**config.mk**
```make
export PLATFORM = sky130hd
export DESIGN_NAME = addsub_serial
export DESIGN_NICKNAME = d
export VERILOG_FILES = /design/src/rtl/addsub_serial.sv
export SDC_FILE = /design/constraint.sdc
export NUM_CORES = 1
export LEC_CHECK = 0
export ABC_CLOCK_PERIOD_IN_PS = 2680
export BUFFER_PORTS_ARGS = -buffer_cell sky130_fd_sc_hd__buf_4
export CAP_MARGIN = 20
export CORE_ASPECT_RATIO = 1.25
export CORE_MARGIN = 8
export CORE_UTILIZATION = 52
export CTS_BUF_LIST = sky130_fd_sc_hd__clkbuf_4 sky130_fd_sc_hd__clkbuf_8
export DETAILED_ROUTE_END_ITERATION = 16
export PLACE_DENSITY_LB_ADDON = 0.2
export SYNTH_ARGS = -nofsm -noshare
export SYNTH_HDL_FRONTEND = slang
export SYNTH_HIERARCHICAL = 1
export SYNTH_SLANG_ARGS = --single-unit
```
**constraint.sdc**
```tcl
create_clock -name clk -period 2.68 [get_ports clk]
set_clock_uncertainty 0.1 [all_clocks]
set_input_delay 0 -clock clk [delete_from_list [all_inputs] [get_ports clk]]
set_output_delay 0 -clock clk [all_outputs]
set_load 0.005 [all_outputs]
```
**src/rtl/addsub_serial.sv**
```systemverilog
`default_nettype none
// ============================================================================
//  Module      : full_adder
//  Description : Single-bit full adder cell, chained to form one digit slice
//                of the serial adder-subtractor.
//  Ports       : a_i, b_i, ci_i  - addend bits and carry in
//                s_o, co_o       - sum bit and carry out
//  Revision    : 1.0 - initial release
// ============================================================================
module full_adder (
    input  logic a_i,
    input  logic b_i,
    input  logic ci_i,
    output logic s_o,
    output logic co_o
);
    assign s_o  = a_i ^ b_i ^ ci_i;
    assign co_o = (a_i & b_i) | (ci_i & (a_i ^ b_i));
endmodule

// ============================================================================
//  Module      : addsub_serial
//  Description : Digit-serial adder-subtractor with start/done handshake.
//                Computes a+b+ci (sub=0) or a-b-ci (sub=1) as
//                a + (b ^ {sub}) + (ci ^ sub), DIGIT bits per clock, LSB
//                digit first, over NDIG = WIDTH/DIGIT clocks.
//                Optional saturation is enabled by defining ADDSUB_SAT_EN.
//  Parameters  : WIDTH  - operand/result width (>= 2)
//                DIGIT  - bits per clock, must divide WIDTH
//  Ports       : clk, rst (async, active-high)
//                start_i       - request, sampled only while idle
//                a_i, b_i      - operands, captured on accepted start
//                ci_i, sub_i   - carry/borrow in and operation select
//                sat_i         - saturate request (ADDSUB_SAT_EN only)
//                busy_o        - operation in progress
//                done_o        - one-cycle pulse, result updated
//                s_o           - result, held until next done
//                co_o          - raw carry out of the MSB
//                ov_o          - signed overflow (raw)
//                zero_o        - presented result equals zero
//  Revision    : 1.0 - initial release
// ============================================================================
module addsub_serial #(
    parameter int WIDTH = 16,
    parameter int DIGIT = 4
) (
    input  logic             clk,
    input  logic             rst,
    input  logic             start_i,
    input  logic [WIDTH-1:0] a_i,
    input  logic [WIDTH-1:0] b_i,
    input  logic             ci_i,
    input  logic             sub_i,
    input  logic             sat_i,
    output logic             busy_o,
    output logic             done_o,
    output logic [WIDTH-1:0] s_o,
    output logic             co_o,
    output logic             ov_o,
    output logic             zero_o
);
    localparam int c_NDIG  = WIDTH / DIGIT;
    localparam int c_CNT_W = (c_NDIG > 1) ? $clog2(c_NDIG) : 1;
    localparam logic [c_CNT_W-1:0] c_LAST = c_CNT_W'(c_NDIG - 1);

    typedef enum logic [0:0] {
        S_IDLE = 1'b0,
        S_RUN  = 1'b1
    } state_e;

    state_e             state_q, state_d;
    logic [c_CNT_W-1:0] cnt_q, cnt_d;
    logic [WIDTH-1:0]   a_q, a_d;
    logic [WIDTH-1:0]   b_q, b_d;        // holds b already inverted for subtract
    logic               carry_q, carry_d;
    logic               sat_q, sat_d;
    logic [WIDTH-1:0]   acc_q, acc_d;    // partial sum, filled from the top
    logic               done_q, done_d;
    logic [WIDTH-1:0]   s_q, s_d;
    logic               co_q, co_d;
    logic               ov_q, ov_d;
    logic               zero_q, zero_d;

    // One digit slice of full adders; operands are shifted so the active
    // digit always sits in the low DIGIT bits.
    logic [DIGIT:0]           w_carry;
    logic [DIGIT-1:0]         w_sum;
    logic [WIDTH+DIGIT-1:0]   w_cat;
    logic [WIDTH-1:0]         w_acc_next;
    logic                     w_ov;
    logic [WIDTH-1:0]         w_final;

    assign w_carry[0] = carry_q;

    for (genvar gi = 0; gi < DIGIT; gi++) begin : g_fa
        full_adder u_fa (
            .a_i  (a_q[gi]),
            .b_i  (b_q[gi]),
            .ci_i (w_carry[gi]),
            .s_o  (w_sum[gi]),
            .co_o (w_carry[gi+1])
        );
    end

    // New digit enters at the top; after NDIG shifts the sum is aligned.
    assign w_cat      = {w_sum, acc_q};
    assign w_acc_next = w_cat[WIDTH+DIGIT-1:DIGIT];
    // On the final digit, w_carry[DIGIT-1] is the carry into bit WIDTH-1.
    assign w_ov       = w_carry[DIGIT] ^ w_carry[DIGIT-1];

`ifdef ADDSUB_SAT_EN
    always_comb begin
        w_final = w_acc_next;
        if (sat_q && w_ov) begin
            // A wrapped MSB of 1 means the true result was too positive.
            w_final = w_acc_next[WIDTH-1] ? {1'b0, {(WIDTH-1){1'b1}}}
                                          : {1'b1, {(WIDTH-1){1'b0}}};
        end
    end
`else
    logic w_unused_sat;
    assign w_unused_sat = sat_q;
    assign w_final      = w_acc_next;
`endif

    always_comb begin
        state_d = state_q;
        cnt_d   = cnt_q;
        a_d     = a_q;
        b_d     = b_q;
        carry_d = carry_q;
        sat_d   = sat_q;
        acc_d   = acc_q;
        done_d  = 1'b0;
        s_d     = s_q;
        co_d    = co_q;
        ov_d    = ov_q;
        zero_d  = zero_q;
        case (state_q)
            S_IDLE: begin
                if (start_i) begin
                    a_d     = a_i;
                    b_d     = b_i ^ {WIDTH{sub_i}};
                    carry_d = ci_i ^ sub_i;
                    sat_d   = sat_i;
                    acc_d   = '0;
                    cnt_d   = '0;
                    state_d = S_RUN;
                end
            end
            S_RUN: begin
                a_d     = a_q >> DIGIT;
                b_d     = b_q >> DIGIT;
                carry_d = w_carry[DIGIT];
                acc_d   = w_acc_next;
                cnt_d   = cnt_q + c_CNT_W'(1);
                if (cnt_q == c_LAST) begin
                    cnt_d   = '0;
                    state_d = S_IDLE;
                    done_d  = 1'b1;
                    s_d     = w_final;
                    co_d    = w_carry[DIGIT];
                    ov_d    = w_ov;
                    zero_d  = (w_final == '0);
                end
            end
            default: state_d = S_IDLE;
        endcase
    end

    always_ff @(posedge clk or posedge rst) begin
        if (rst) begin
            state_q <= S_IDLE;
            cnt_q   <= '0;
            a_q     <= '0;
            b_q     <= '0;
            carry_q <= 1'b0;
            sat_q   <= 1'b0;
            acc_q   <= '0;
            done_q  <= 1'b0;
            s_q     <= '0;
            co_q    <= 1'b0;
            ov_q    <= 1'b0;
            zero_q  <= 1'b0;
        end else begin
            state_q <= state_d;
            cnt_q   <= cnt_d;
            a_q     <= a_d;
            b_q     <= b_d;
            carry_q <= carry_d;
            sat_q   <= sat_d;
            acc_q   <= acc_d;
            done_q  <= done_d;
            s_q     <= s_d;
            co_q    <= co_d;
            ov_q    <= ov_d;
            zero_q  <= zero_d;
        end
    end

    assign busy_o = (state_q == S_RUN);
    assign done_o = done_q;
    assign s_o    = s_q;
    assign co_o   = co_q;
    assign ov_o   = ov_q;
    assign zero_o = zero_q;

endmodule
`default_nettype wire

```
==> impl_metrics.ini <==
[status]
status = completed

[yosys]
synth.avg_cell_area_sq_um = 11.7
synthTopCellsByArea = dfrtp_1 (54%), mux2i_1 (9.2%), mux2_4 (7.1%), nand2_1 (4.6%), o21ai_0 (4.3%)
async_reset_ff_frac = 1.00
synth.most_common_cell = dfrtp_1
synth_cells = 270
yosysSeqAreaShare = 0.537
synthesis.area_sq_um = 3170
syn-num-nets = 313
synth_top_area_share = 0.537
yosys_warnings = 6
synth-edff-count = 0
synth_cell_types = 24
synth_flop_cell = dfrtp_1
synthTopCellsByCount = dfrtp_1 (68), nand2_1 (39), mux2i_1 (29)
synth_largest_area_cell = dfrtp_1
synth-seq-cells = 68

[cells_and_area]
nFillCells = 454
layout-area-overhead-vs-synth_pct = 30.7
multi_input_area_sq_um = 1340
utilization = 0.686
final_nets = 400
n_antenna_cell = 0
drive_gt1_frac = 0.282
seqCellArea_sq_um = 1700

[min_path]
min_path_type = in2reg
hold_start = sub_i

[floorplanning]
num_rows = 32
ioPinCount = 59
start_util = 0.524
die_y_microns = 103
die_area_sq_um = 8870
die-width_microns = 85.8
core-area_sq_um = 6050

[sta]
hold_violations = 0
setup_viol = 0
hold_ws_ns = 0.0441
fmax_mhz = 388
fin_crit_sh = 0.961
rsz0062_at_grt = yes
drv_slew = 0
timing.slew.headroom = 0.527
period_minus_slack_ns = 2.58
tightestPinTransition_ns = 0.709

[cts]
cts_root_buf = clkbuf_8
clk_pin_slew_ns = 0.07
clock_latency_ns = 0.34
cts_buffers = 9
htree_levels = 3
clock-sinks = 68
cts_max_path_buffers = 2
cts_tree = yes

[critical_path]
cp_max_fo = 3
crit_start = a_q[0]
timing.rr.start = a_q[0]
reg2regPathDepth = 7
endpoint = zero_o
critical_path_class = reg2reg
reg2reg_to = zero_o
arrival_ns = 2.73
crit_required_ns = 2.83
r2r_slack_ns = 0.10
cp-end-kind = flip-flop
worst_setup_path_start_kind = flip-flop

[global_route]
grt_usage = 0.163
grt_max_degree = 63
grt_overflow = 0
grt_pass1_vias = 2342
grt_antenna_before_repair = 0
grt_pass1_wl_microns = 11200

[route]
drc = 0
drtPass1Iterations = 4
drtIter0Drc = 40
ant_nets = 0
totalWireLength_microns = 6740
wl_per_cell_microns = 15.1
dr_total_vias = 2218
vias_per_cell = 4.96

[power_and_ir_drop]
power.density_nw_per_um2 = 933
p_leak_uw = 0.00203
peakVddDrop_mv = 0.421

[placement]
place.gp.congestion = 0.733
dpl.hpwl_microns = 4310
port_buffers = 57

[job]
drv_cap = 0
## cell type report
cell class / instances / share of cell area
flip-flops and latches: 68 / 0.411
inverters: 2 / 0.00181
clock inverters: 6 / 0.0133
repair buffers: 95 / 0.193
clock buffers: 10 / 0.0317
well taps: 85 / 0.0257
multi-input cells: 181 / 0.324
## placed cells by master (no fill, tap or decap), types with 5 or more instances in the layout
| cell type | instances |
|---|---|
| dfrtp_1 | 67 |
| buf_4 | 61 |
| nand2_1 | 39 |
| dlygate4sd3_1 | 34 |
| mux2i_1 | 29 |
| o21ai_0 | 26 |
| mux2_4 | 15 |
| o21ai_1 | 13 |
| xor2_1 | 13 |
| nand2b_1 | 12 |
| nor2_1 | 10 |
| clkbuf_8 | 9 |
| xnor2_1 | 5 |
| clkinv_2 | 5 |
## worst max-delay path, cell delays in order (launching register included)
cell     delay, ns
dfrtp_1       0.40
fa_2          0.40
fa_2          0.35
fa_2          0.37
fa_1          0.50
nor4_2        0.15
nand4_1       0.10
o21ai_1       0.13
## power by group
group	internal, uW	switching (uW)
registers	1420	316
clock network	432	365
logic	764	569
## layer usage
metal  up-vias  wire (microns)  track usage
met5         -               0            0
met4         0             143       0.0824
met3        15             294       0.0427
met2        50            3550        0.284
met1      1066            2750        0.180
li1       1087               -            -
## sequential cells by signal, summed over array words and instances, names as in the netlist
register,cells
a_q,16
done_o,1
acc_q,12
s_o,16
busy_o,1
ov_o,1
carry_q,1
b_q,16
zero_o,1
co_o,1
cnt_q,2
## worst min path at each step
stage | end | cells past startpoint
final | b_q[13] | 3
after global routing | b_q[13] | 3
after CTS | b_q[14] | 3
after detailed placement | b_q[1] | 2
after global placement | b_q[1] | 2
after floorplan | a_q[13] | 2
## what timing repair did
action                     in CTS  in global routing
setup buffers                   0                  0
hold endpoints to repair       61                  0
setup endpoints to repair       1                  1
hold buffers                   34                  0
pin swaps                       1                  1
resized for setup               4                  1
## cell families after synthesis
| logic type | count (synthesis) | synth area share |
|---|---|---|
| flops | 68 | 0.537 |
| simple gates | 67 | 0.0935 |
| mux | 47 | 0.173 |
| compound gates | 44 | 0.0738 |
| buf+inv | 21 | 0.0438 |
| xor+xnor | 18 | 0.0497 |
| fa+ha+maj | 5 | 0.0292 |
## stage by stage
step                instances  setup WS (ns)  instance area, sq um  setup TNS, ns  total power (uW)
finish                    447          0.104                  4150              0              3870
global route              447        -0.0447                  4150        -0.0447              4150
CTS                       447         0.0104                  4140              0              3900
detailed placement        397         -0.105                  3600         -0.105              3040
global placement          397        -0.0275                  3600        -0.0275              2980
floorplan                 270         0.0463                  3170              0              2590
Note: power is estimated with default switching activity, not from simulation.
